**config.mk**
```make
export PLATFORM = sky130hd
export DESIGN_NAME = mem_port_arbiter
export DESIGN_NICKNAME = d
export VERILOG_FILES = /design/src/rtl/mem_port_arbiter.sv
export SDC_FILE = /design/constraint.sdc
export NUM_CORES = 1
export LEC_CHECK = 0
export CORE_MARGIN = 1
export CORE_UTILIZATION = 35
export DETAILED_ROUTE_END_ITERATION = 16
export HOLD_SLACK_MARGIN = 0.08
export PLACE_DENSITY = 0.73
export SLEW_MARGIN = 10
export SYNTH_ARGS = -nofsm -noshare
export SYNTH_HDL_FRONTEND = slang
export SYNTH_SLANG_ARGS = --single-unit
```
**constraint.sdc**
```tcl
create_clock -name clk -period 4.3 [get_ports clk]
set_input_delay 0.43 -clock clk [delete_from_list [all_inputs] [get_ports clk]]
set_output_delay 0.43 -clock clk [all_outputs]
set_load 0.05 [all_outputs]
```
**src/rtl/mem_port_arbiter.sv**
```systemverilog
// ============================================================================
//  Module   : mem_port_arbiter
//  Purpose  : Shares one SRAM-style memory port between instruction fetch and
//             load/store, with round-robin arbitration and an ack timeout.
//  Revision : 1.0
// ============================================================================
`default_nettype none

module mem_port_arbiter #(
  parameter int ADDR_W  = 32,
  parameter int DATA_W  = 32,
  parameter int TIMEOUT = 64
) (
  input  logic                clk,
  input  logic                rst,
  // instruction fetch requester
  input  logic                inst_req,
  input  logic [ADDR_W-1:0]   inst_addr,
  output logic [DATA_W-1:0]   inst_rdata,
  output logic                inst_done,
  // load/store requester
  input  logic                data_req,
  input  logic                data_we,
  input  logic [DATA_W/8-1:0] data_sel,
  input  logic [ADDR_W-1:0]   data_addr,
  input  logic [DATA_W-1:0]   data_wdata,
  output logic [DATA_W-1:0]   data_rdata,
  output logic                data_done,
  // shared memory port
  output logic                mem_req,
  output logic                mem_we,
  output logic [DATA_W/8-1:0] mem_sel,
  output logic [ADDR_W-1:0]   mem_addr,
  output logic [DATA_W-1:0]   mem_wdata,
  input  logic                mem_ack,
  input  logic [DATA_W-1:0]   mem_rdata,
  // status
  output logic                bus_err,
  output logic                stallreq_for_inst,
  output logic                stallreq_for_data
);

  localparam int SEL_W = DATA_W / 8;
  localparam int CNT_W = (TIMEOUT > 1) ? $clog2(TIMEOUT + 1) : 1;
  // Counter value during the last BUSY cycle before the transaction is aborted
  localparam logic [CNT_W-1:0] TO_LAST = CNT_W'((TIMEOUT > 0) ? TIMEOUT - 1 : 0);

  localparam logic GRANT_INST = 1'b0;
  localparam logic GRANT_DATA = 1'b1;

  typedef enum logic [2:0] {
    ST_IDLE   = 3'd0,
    ST_BUSY_I = 3'd1,
    ST_BUSY_D = 3'd2,
    ST_DONE_I = 3'd3,
    ST_DONE_D = 3'd4
  } state_t;

  state_t              state_q, state_d;
  logic                last_grant_q, last_grant_d;
  logic [CNT_W-1:0]    cnt_q, cnt_d;
  logic                mem_req_q, mem_req_d;
  logic                mem_we_q, mem_we_d;
  logic [SEL_W-1:0]    mem_sel_q, mem_sel_d;
  logic [ADDR_W-1:0]   mem_addr_q, mem_addr_d;
  logic [DATA_W-1:0]   mem_wdata_q, mem_wdata_d;
  logic [DATA_W-1:0]   inst_rdata_q, inst_rdata_d;
  logic [DATA_W-1:0]   data_rdata_q, data_rdata_d;
  logic                inst_done_q, inst_done_d;
  logic                data_done_q, data_done_d;
  logic                bus_err_q, bus_err_d;
  logic                timeout_hit;
  logic                grant_data;
  logic                in_busy;
  logic                busy_is_data;

  assign timeout_hit  = (TIMEOUT != 0) && (cnt_q == TO_LAST);
  // Data wins when alone, or on contention when inst was served last
  assign grant_data   = data_req && (!inst_req || (last_grant_q == GRANT_INST));
  assign in_busy      = (state_q == ST_BUSY_I) || (state_q == ST_BUSY_D);
  assign busy_is_data = (state_q == ST_BUSY_D);

  always_comb begin
    state_d      = state_q;
    last_grant_d = last_grant_q;
    cnt_d        = cnt_q;
    mem_req_d    = mem_req_q;
    mem_we_d     = mem_we_q;
    mem_sel_d    = mem_sel_q;
    mem_addr_d   = mem_addr_q;
    mem_wdata_d  = mem_wdata_q;
    inst_rdata_d = inst_rdata_q;
    data_rdata_d = data_rdata_q;
    inst_done_d  = 1'b0;
    data_done_d  = 1'b0;
    bus_err_d    = 1'b0;

    case (state_q)
      ST_IDLE: begin
        if (grant_data) begin
          state_d      = ST_BUSY_D;
          last_grant_d = GRANT_DATA;
          cnt_d        = '0;
          mem_req_d    = 1'b1;
          mem_we_d     = data_we;
          mem_sel_d    = data_we ? data_sel : {SEL_W{1'b1}};
          mem_addr_d   = data_addr;
          mem_wdata_d  = data_we ? data_wdata : '0;
        end else if (inst_req) begin
          state_d      = ST_BUSY_I;
          last_grant_d = GRANT_INST;
          cnt_d        = '0;
          mem_req_d    = 1'b1;
          mem_we_d     = 1'b0;
          mem_sel_d    = {SEL_W{1'b1}};
          mem_addr_d   = inst_addr;
          mem_wdata_d  = '0;
        end
      end

      ST_BUSY_I, ST_BUSY_D: begin
        if (in_busy && (mem_ack || timeout_hit)) begin
          // An ack coincident with the timeout still completes normally
          mem_req_d = 1'b0;
          bus_err_d = !mem_ack;
          if (busy_is_data) begin
            state_d      = ST_DONE_D;
            data_done_d  = 1'b1;
            data_rdata_d = mem_ack ? mem_rdata : '0;
          end else begin
            state_d      = ST_DONE_I;
            inst_done_d  = 1'b1;
            inst_rdata_d = mem_ack ? mem_rdata : '0;
          end
        end else if (TIMEOUT != 0) begin
          cnt_d = cnt_q + CNT_W'(1);
        end
      end

      ST_DONE_I, ST_DONE_D: begin
        state_d = ST_IDLE;
      end

      default: begin
        state_d   = ST_IDLE;
        mem_req_d = 1'b0;
      end
    endcase
  end

  always_ff @(posedge clk or posedge rst) begin
    if (rst) begin
      state_q      <= ST_IDLE;
      last_grant_q <= GRANT_INST;
      cnt_q        <= '0;
      mem_req_q    <= 1'b0;
      mem_we_q     <= 1'b0;
      mem_sel_q    <= '0;
      mem_addr_q   <= '0;
      mem_wdata_q  <= '0;
      inst_rdata_q <= '0;
      data_rdata_q <= '0;
      inst_done_q  <= 1'b0;
      data_done_q  <= 1'b0;
      bus_err_q    <= 1'b0;
    end else begin
      state_q      <= state_d;
      last_grant_q <= last_grant_d;
      cnt_q        <= cnt_d;
      mem_req_q    <= mem_req_d;
      mem_we_q     <= mem_we_d;
      mem_sel_q    <= mem_sel_d;
      mem_addr_q   <= mem_addr_d;
      mem_wdata_q  <= mem_wdata_d;
      inst_rdata_q <= inst_rdata_d;
      data_rdata_q <= data_rdata_d;
      inst_done_q  <= inst_done_d;
      data_done_q  <= data_done_d;
      bus_err_q    <= bus_err_d;
    end
  end

  assign mem_req    = mem_req_q;
  assign mem_we     = mem_we_q;
  assign mem_sel    = mem_sel_q;
  assign mem_addr   = mem_addr_q;
  assign mem_wdata  = mem_wdata_q;
  assign inst_rdata = inst_rdata_q;
  assign data_rdata = data_rdata_q;
  assign inst_done  = inst_done_q;
  assign data_done  = data_done_q;
  assign bus_err    = bus_err_q;

  // Low in the done cycle so the pipeline advances once per completion
  assign stallreq_for_inst = inst_req & ~inst_done_q;
  assign stallreq_for_data = data_req & ~data_done_q;

endmodule

`default_nettype wire

```
==> run summary, run 1 <==
First-pass GRT wire length: 28.1 mm
Post-Synthesis Cells: 450
Placed Cells: 917
Via count: 4,803
P&R area growth vs syn: 59.7%
Crit path capture type: primary output
Wire length per cell: 19.3 um
Quantity of hold-fixing buffers added after cts: 0
Worst-path clk slew: 0.06 ns
Pin count of the biggest net entering global routing: 149
Final non-filler cell total: 948
Hold WC Path Type: reg2reg
Power per cell area: 923 nW/um2
GR Util met2: 36.4%
Final WL: 18.3 mm
Core Box Area: 16,600 um2
R2R cell count: 3
Max cap viols: 0
Met3 Usage GRT: 7.61%
Post-Syn Nets: 589
Post-synthesis sequential area ratio: 62.5%
DP Area: 8810 um2
CP startpoint: inst_req
Least-Margin Pin Slew: 1.16 ns
Clk_skew: 0.0123 ns
Ant. Diodes: 0
CTS Buffer Depth: 2
Post-synth EDFFs: 0
IO Pins: 277
Synth Cell Area: 5920 um2
Critical path class: in2out
FFs w/ async S/R, synth: 100%
RSZ-0062 raised after global routing: false
Antenna violations before repair: 0
DRC Markers: 0
Mux contribution to synthesized area: 5.41%
Post-synthesis adder-cell area fraction: 0.211%
Min-delay src: mem_addr[29]
Num CTS Buffers: 17
Die height: 132 um
LEAKAGE: 4.08 nW
Critical path fanouts, max: 6
Outcome: completed
FF-to-FF setup slack: 1.89 ns
GRT busiest layer: met2
GR Util met1: 24.4%
RR Endpoint: mem_wdata[1]
Port bufs: 276
DP HPWL: 12.9 mm
Drt pass-1 iters: 4
R2r startpoint: state_q[0]
Largest family of logic cells by synthesized area: compound AO/OA/AOI/OAI gates
Final Hold Fails: 0
Share of layout cells above drive strength 1: 10.4%
DP Worst Slack: 1.73 ns
Starting Density: 35.7%
Post-CTS setup buffer count: 0
Root Driver: clkbuf_16
Std-Cell Rows: 47
PostCTS Resize Cnt: 0
Slew Limit Headroom: 22.6%
Cell variety after synth: 40
Clock period minus worst slack: 2.53 ns
Via density: 5.07
Worst Path Required: 3.87 ns
Synth Area in Compound Gates: 21.2%
Top_reg_cell synth: dfrtp_1
Final ANT Viol Nets: 0
Final net count: 855
Worst setup SP type: primary input
Arrival @ worst endpoint: 2.10 ns
Final setup violation count: 0
Initial drt markers: 157
Crit path capture: stallreq_for_inst
H-tree levels: 4
Period utilization: 58.9%
Yosys Warn Count: 0
Final worst slack: 1.77 ns
Mapped Avg Cell Area: 13.2 um2
CTS sink count: 148
Die area: 17,500 um2
Vias in the first global route: 4,951
Fin. max-slew vios: 0
Die W: 132 um
Clock insertion delay at the later pin of the skew report: 0.42 ns
Total grt overflow: 0
VDD IR max: 0.000498 V
#FFs+latches synth: 148
Final instance area: 9460 um2
CTS tree: yes
GPL Wtd Cong: 0.857
TNS Setup: 0 ns
GRT Resource Usage Total: 21.3%
Fmax achieved: 395 MHz
Post-synthesis xor/xnor area fraction: 0.148%
Post-synthesis simple-gate area fraction: 6.08%
## cells in the mapped netlist, drive strengths merged (4+ instances only)
| library cell | number | area [um2] |
|---|---|---|
| nand2 | 37 | 139 |
| buf | 20 | 144 |
| dfrtp | 148 | 3700 |
| o21ai | 35 | 175 |
| nor3 | 6 | 35.0 |
| clkbuf | 15 | 96.3 |
| nor2 | 7 | 26.3 |
| a21oi | 4 | 20.0 |
| o22a | 4 | 35.0 |
| nand3 | 7 | 72.6 |
| inv | 6 | 22.5 |
| a22o | 96 | 875 |
| a31oi | 4 | 25.0 |
| mux2i | 32 | 320 |
## area by class of cell
| class | count | area [um2] |
|---|---|---|
| Clock buffer | 20 | 457 |
| Clock inverter | 11 | 196 |
| Fill cell | 1343 | 7120 |
| Inverter | 6 | 26.3 |
| Multi-Input combinational cell | 261 | 1980 |
| Sequential cell | 148 | 3700 |
| Tap cell | 220 | 275 |
| Timing Repair Buffer | 282 | 2820 |
## layout by cell type, fill, tap and decap left out, types with 2 or more instances in the layout
cell type / n
clkdlybuf4s50_1: 276
dfrtp_1: 148
a22o_1: 69
nand2_1: 37
o21ai_0: 34
mux2i_1: 32
a22o_2: 27
clkbuf_16: 17
nor2_1: 7
inv_1: 5
nor3_1: 5
bufinv_16: 5
buf_4: 5
a21oi_1: 4
nand3_1: 4
o22a_1: 4
a31oi_1: 4
nand3_4: 3
and3_1: 3
nor2b_1: 3
clkinvlp_4: 3
or2_2: 2
a21boi_0: 2
o31a_2: 2
o22ai_1: 2
clkbuf_8: 2
inv_6: 2
## worst max-delay path, cell delays in order
cell             delay (ns)
clkdlybuf4s50_1        0.67
nor2b_1                0.18
clkdlybuf4s50_1        0.81
## cell families (layout without fill, tap and decap cells)
kind of cell | Yosys count | after routing
AOI/OAI and AO/OA | 157 | 157
xor gates and xnor gates | 1 | 1
adders and majority gates | 1 | 1
buffers and inverters | 41 | 319
DFF | 148 | 148
muxes | 32 | 32
and+or+nand+nor | 70 | 70
## sequential cells by signal, indices dropped and copies added (netlist names), 3 cells and up
register,flops
inst_rdata,32
data_rdata,32
mem_wdata,32
cnt_q,7
mem_addr,32
state_q,3
mem_sel,4
## per-layer routing
layer  vias to the layer above  wire length [um]
li1                       2196                 -
met1                      2350              7310
met2                       231              9070
met3                        26              1590
met4                         0               344
met5                         -                 0
## worst min path at each step
stage / endpoint / slack (ns) / cells past startpoint
2_1_floorplan: last_grant_q / 0.46 / 1
3_3_place_gp: mem_addr[18] / 0.46 / 2
3_5_place_dp: mem_addr[29] / 0.47 / 2
4_1_cts: mem_addr[29] / 0.48 / 2
5_1_grt: mem_addr[23] / 0.50 / 2
6_report: mem_addr[29] / 0.48 / 2
## stage by stage
stage | power (mW) | util [%] | hold slack (ns)
after floorplan | 5.47 | - | 0.459
after global placement | 7.02 | 53.1 | 0.462
after detailed placement | 7.11 | 53.1 | 0.470
after CTS | 8.79 | 57.0 | 0.483
after global routing | 9.09 | 57.0 | 0.503
final | 8.73 | 57.0 | 0.482
## report_power, final
| part | leakage [nW] | switching, mW | total [mW] | internal (mW) |
|---|---|---|---|---|
| combinational | 1.89 | 3.04 | 4.68 | 1.63 |
| clock | 0.313 | 0.579 | 1.64 | 1.06 |
| sequential | 1.88 | 0.408 | 2.41 | 2.01 |
| total | 4.08 | 4.03 | 8.73 | 4.70 |
Note: power is estimated with default switching activity, not from simulation.
==> run 2, diff against run 1 <==
--- a/config.mk
+++ b/config.mk
@@ -9,7 +9,7 @@
 export CORE_UTILIZATION = 35
 export DETAILED_ROUTE_END_ITERATION = 16
 export HOLD_SLACK_MARGIN = 0.08
-export PLACE_DENSITY = 0.73
+export PLACE_DENSITY = 0.7
 export SLEW_MARGIN = 10
 export SYNTH_ARGS = -nofsm -noshare
 export SYNTH_HDL_FRONTEND = slang
==> constraint.sdc (replaced) <==
create_clock -name clk -period 2.5 [get_ports clk]
set_input_delay 0.25 -clock clk [delete_from_list [all_inputs] [get_ports clk]]
set_output_delay 0.25 -clock clk [all_outputs]
set_load 0.05 [all_outputs]
==> run 2 against run 1 <==
Compared with the run above: sequential cell count is the same; first-iteration DRC count grew 35%; setup slack lost 1.4 ns; hold slack lost 0.13 ns; sequential power grew 73%; largest power group unchanged.
==> run summary, run 2 (synthesized netlist as in run 1, its figures left out) <==
Outcome: completed
Filler cell count: 1,371 (+2.1%)
DP Area: 8880 um2 (+0.80%)
CP most frequent cell: nand3_4
Buf/Inv on CP: 0 (-2)
Commonest non-fill, non-tap cells in the layout: clkdlybuf4s50_1 (274), dfrtp_1 (148), a22o_1 (69), nand2_1 (37), o21ai_0 (34)
Std-Cell Rows: 47 (unchanged)
Least-Margin Pin Slew: 0.579 ns (-0.581 ns)
Critical path's top delay family: compound AO/OA/AOI/OAI gates
DRC Markers: 0 (unchanged)
Root Driver: clkbuf_16
Metal2 WL: 8.46 mm (-6.7%)
Final non-filler cell total: 956 (+0.84%)
Placed Cells: 922 (+0.55%)
Final net count: 860 (+0.58%)
Max cap viols: 0 (unchanged)
LEAKAGE: 4.12 nW (+0.78%)
Share of layout cells above drive strength 1: 11.4% (+1.0 points)
Clk_skew: 0.00804 ns (-0.00430 ns)
Final WL: 18.1 mm (-1.1%)
First-pass GRT wire length: 28.9 mm (+3.0%)
Metal-1 WL: 7.18 mm (-1.7%)
Final ANT Viol Nets: 0 (unchanged)
Slowest cell on crit path: o31ai_4
GRT Resource Usage Total: 21.7% (+0.39 points)
Vias in the first global route: 5,087 (+2.7%)
Fin. max-slew vios: 0 (unchanged)
Clock period minus worst slack: 2.17 ns
Starting Density: 35.7% (unchanged)
Final worst slack: 0.329 ns (-1.44 ns)
Post-CTS setup buffer count: 0 (unchanged)
Critical path class: reg2reg
Die area: 17,500 um2 (unchanged)
Worst-path clk slew: 0.06 ns (about the same)
P&R area growth vs syn: 60.2%
Met3 WL: 1.99 mm (+25%)
Final instance area: 9490 um2 (+0.34%)
Port bufs: 276 (unchanged)
Power per cell area: 1560 nW/um2 (+69%)
Drt pass-1 iters: 4 (unchanged)
RSZ-0062 raised after global routing: false
Quantity of hold-fixing buffers added after cts: 0 (unchanged)
Slew Limit Headroom: 61.3% (+39 points)
Die height: 132 um (unchanged)
DP Worst Slack: 0.314 ns (-1.42 ns)
DP HPWL: 12.9 mm (-0.49%)
H-tree levels: 4 (unchanged)
Pin count of the biggest net entering global routing: 80 (-46%)
GPL Wtd Cong: 0.859 (+0.23%)
Clock insertion delay at the later pin of the skew report: 0.42 ns (about the same)
Total grt overflow: 0 (unchanged)
Period utilization: 86.8%
Worst setup SP type: flip-flop
Critical Path Max Stage Delay: 0.46 ns (-0.35 ns)
VDD IR max: 0.000961 V (+93%)
Antenna violations before repair: 4 (+4)
Die W: 132 um (unchanged)
Final setup violation count: 0 (unchanged)
Via density: 4.98 (-1.6%)
Wire length per cell: 18.9 um (-1.9%)
Via count: 4,764 (-0.81%)
Initial drt markers: 212 (+35%)
Final Hold Fails: 0 (unchanged)
Worst Path Required: 2.80 ns (-1.07 ns)
Top Metal Used: met5
CTS tree: yes
Num CTS Buffers: 17 (unchanged)
Critical path fanouts, max: 33 (+27)
Core Box Area: 16,600 um2 (unchanged)
IO Pins: 277 (unchanged)
Arrival @ worst endpoint: 2.47 ns (+0.37 ns)
CTS Buffer Depth: 2 (unchanged)
Crit path cell chain: ha_1, nand3_4, o31ai_4, nand3_4, a22o_2
PostCTS Resize Cnt: 0 (unchanged)
Fmax achieved: 461 MHz
CTS sink count: 148 (unchanged)
Hold WC Path Type: in2async
TNS Setup: 0 ns (unchanged)
Most common cell after layout, fill and taps aside: clkdlybuf4s50_1
Hold Slack: 0.353 ns (-0.129 ns)
Crit path capture type: flip-flop
## run 2: final cells by class
cell class	count	area [um2]	share of cell area, %
flip-flops and latches	148	3700	39.0
repair buffers	287	2890	30.5
well taps	220	275	2.90
inverters	6	26.3	0.277
clock buffers	20	457	4.81
clock inverters	12	154	1.62
diodes	2	5.00	0.0527
multi-input cells	261	1980	20.9
## run 2: final timing paths
path	from	end	slack, ns	depth (start not counted)
max	cnt_q[0]	inst_rdata[5]	0.33	5
min	rst	inst_done	0.35	3
max reg2reg	cnt_q[0]	inst_rdata[5]	0.33	5
min reg2reg	mem_we	mem_we	0.48	2
max in group asynchronous	rst	mem_addr[2]	1.80	3
min in group clk	data_wdata[17]	mem_wdata[17]	0.43	2
## run 2: worst min-delay path, delay by kind of cell
family                 cells  cell delay, ns
buffers and inverters      3            0.92
## run 2: routing by layer
metal	global-route usage, %	vias up
li1	-	2212
met1	25.8	2288
met2	33.9	229
met3	9.27	33
met4	9.88	2
met5	0	-
## run 2: where the power goes
group / leakage, nW / internal (mW) / switching (mW) / total [mW]
Combinational: 1.93 / 2.85 / 5.18 / 8.03
Clock: 0.304 / 1.63 / 0.999 / 2.62
Sequential: 1.88 / 3.45 / 0.718 / 4.17
## run 2: through the flow
step,power (mW),utilization (%)
final,14.8,57.2
after global routing,15.5,57.2
after CTS,14.9,57.2
after detailed placement,12.2,53.5
after global placement,12.1,53.5
after floorplan,9.42,-
==> run 3, diff against run 2 <==
--- a/config.mk
+++ b/config.mk
@@ -5,11 +5,12 @@
 export SDC_FILE = /design/constraint.sdc
 export NUM_CORES = 1
 export LEC_CHECK = 0
-export CORE_MARGIN = 1
+export CORE_MARGIN = 2
 export CORE_UTILIZATION = 35
 export DETAILED_ROUTE_END_ITERATION = 16
 export HOLD_SLACK_MARGIN = 0.08
 export PLACE_DENSITY = 0.7
+export SKIP_CTS_REPAIR_TIMING = 1
 export SLEW_MARGIN = 10
 export SYNTH_ARGS = -nofsm -noshare
 export SYNTH_HDL_FRONTEND = slang
==> constraint.sdc (replaced) <==
create_clock -name clk -period 2.3 [get_ports clk]
set_input_delay 0.23 -clock clk [delete_from_list [all_inputs] [get_ports clk]]
set_output_delay 0.23 -clock clk [all_outputs]
set_load 0.05 [all_outputs]
==> run 3 against run 2 <==
Compared with the run above: sequential power up 8.9%; via count up 0.38%; non-clock buffer count increased by 1; setup slack lost 0.064 ns; first-iteration DRC count shrank 13%; critical path depth rose by 1; fmax increased by 6.7%; final cell count fell by 0.10%; combinational power increased by 8.2%; critical endpoint is now inst_rdata[2].
==> run summary, run 3 (synthesized netlist as in run 1, its figures left out) <==
Hold Slack: 0.141 ns (-0.212 ns)
Die area: 18,000 um2 (+3.1%)
Fmax achieved: 491 MHz (+6.7%)
Critical path fanouts, max: 33 (unchanged)
Pin count of the biggest net entering global routing: 98 (+23%)
Crit path capture type: flip-flop
GPL Wtd Cong: 0.804 (-6.4%)
Final non-filler cell total: 955 (-0.10%)
Least-Margin Pin Slew: 0.578 ns (-0.000815 ns)
Die W: 134 um (+1.5%)
Most common cell after layout, fill and taps aside: clkdlybuf4s50_1
Outcome: completed
Via count: 4,782 (+0.38%)
Clk_skew: 0.0102 ns (+0.00217 ns)
Worst Path Required: 2.60 ns (-0.20 ns)
Arrival @ worst endpoint: 2.34 ns (-0.13 ns)
Port bufs: 276 (unchanged)
Die height: 134 um (+1.5%)
Worst setup SP type: flip-flop
Initial drt markers: 185 (-13%)
P&R area growth vs syn: 59.9%
Final ANT Viol Nets: 0 (unchanged)
Crit path cell chain: ha_1, nand3_4, o31ai_4, nand3_4, buf_4, a22o_2
Wire length per cell: 18.5 um (-2.1%)
Total grt overflow: 0 (unchanged)
Final net count: 861 (+0.12%)
VDD IR max: 0.00101 V (+4.9%)
Fin. max-slew vios: 0 (unchanged)
Final worst slack: 0.265 ns (-0.0640 ns)
Filler cell count: 1,362 (-0.66%)
Final setup violation count: 0 (unchanged)
Placed Cells: 923 (+0.11%)
Std-Cell Rows: 47 (unchanged)
CTS Buffer Depth: 2 (unchanged)
DP Worst Slack: 0.292 ns (-0.0214 ns)
Hold WC Path Type: in2async
Period utilization: 88.5% (+1.6 points)
Final Hold Fails: 0 (unchanged)
DRC Markers: 0 (unchanged)
Slew Limit Headroom: 61.3% (about the same)
Vias in the first global route: 4,900 (-3.7%)
RSZ-0062 raised after global routing: false
CP most frequent cell: nand3_4
R2R cell count: 6 (+1)
Num CTS Buffers: 17 (unchanged)
Critical path class: reg2reg
Worst-path clk slew: 0.06 ns (about the same)
LEAKAGE: 4.10 nW (-0.39%)
Max cap viols: 0 (unchanged)
Antenna violations before repair: 0 (-4)
DP HPWL: 12.5 mm (-3.1%)
Power per cell area: 1680 nW/um2 (+7.7%)
H-tree levels: 4 (unchanged)
Ant. Diodes: 0 (-2)
Share of layout cells above drive strength 1: 11.4% (-0.016 points)
IO Pins: 277 (unchanged)
RR Endpoint: inst_rdata[2]
Drt pass-1 iters: 4 (unchanged)
Clock period minus worst slack: 2.03 ns (-0.136 ns)
Via density: 5.01 (+0.48%)
Starting Density: 35.7% (unchanged)
Core Box Area: 16,600 um2 (unchanged)
Multi-input combinational cell area: 1980 um2 (unchanged)
TNS Setup: 0 ns (unchanged)
Reg area: 3700 um2 (unchanged)
Root Driver: clkbuf_16
CTS tree: yes
Commonest non-fill, non-tap cells in the layout: clkdlybuf4s50_1 (274), dfrtp_1 (148), a22o_1 (69), nand2_1 (37), o21ai_0 (34)
Clock insertion delay at the later pin of the skew report: 0.42 ns (about the same)
CP startpoint: cnt_q[0]
First-pass GRT wire length: 27.0 mm (-6.7%)
FF-to-FF setup slack: 0.27 ns (-0.06 ns)
CTS sink count: 148 (unchanged)
Final WL: 17.7 mm (-2.2%)
R2r startpoint: cnt_q[0]
GRT Resource Usage Total: 19.5% (-2.1 points)
Slowest cell on crit path: o31ai_4
Critical Path Max Stage Delay: 0.46 ns (about the same)
run 3: report_power, final:
| group | total (mW) | internal, mW | leakage (nW) | switching (mW) |
|---|---|---|---|---|
| registers | 4.54 | 3.75 | 1.88 | 0.788 |
| clock network | 2.71 | 1.57 | 0.280 | 1.14 |
| logic | 8.69 | 3.09 | 1.94 | 5.60 |
| total | 15.9 | 8.42 | 4.10 | 7.52 |
run 3: cell type report:
type	count	share of cell area [%]
inverters	6	0.277
flip-flops and latches	148	39.1
repair buffers	288	30.7
multi-input cells	261	20.9
clock inverters	11	1.23
clock buffers	21	4.86
well taps	220	2.91
run 3: how the worst max path moves through the flow:
stage,depth (start not counted),slack [ns],end
6_report,6,0.27,inst_rdata[2]
5_1_grt,6,0.16,data_rdata[14]
4_1_cts,6,0.25,inst_rdata[2]
3_5_place_dp,6,0.29,inst_rdata[2]
3_3_place_gp,6,0.37,inst_rdata[7]
2_1_floorplan,1,0.21,bus_err
run 3: worst max-delay path: cells and delay by family (launching register included):
kind,cells,cell delay [ns]
simple gates,2,0.21
compound gates,2,0.76
buf+inv,1,0.26
fa+ha+maj,1,0.26
flops,1,0.40
run 3: layer usage:
layer / global-route usage (%) / up-vias / part of all wire [%]
li1: - / 2214 / -
met4: 6.90 / 0 / 1.8
met3: 7.07 / 25 / 9.8
met2: 31.1 / 217 / 46
met5: 0 / - / 0
met1: 24.6 / 2326 / 42
run 3: through the flow:
stage	utilization (%)	instance area [um2]	power [mW]
finish	57.1	9470	15.9
floorplan	-	5930	10.2
CTS	57.1	9470	16.1
global route	57.1	9470	16.6
detailed placement	53.6	8900	13.3
global placement	53.6	8900	13.2
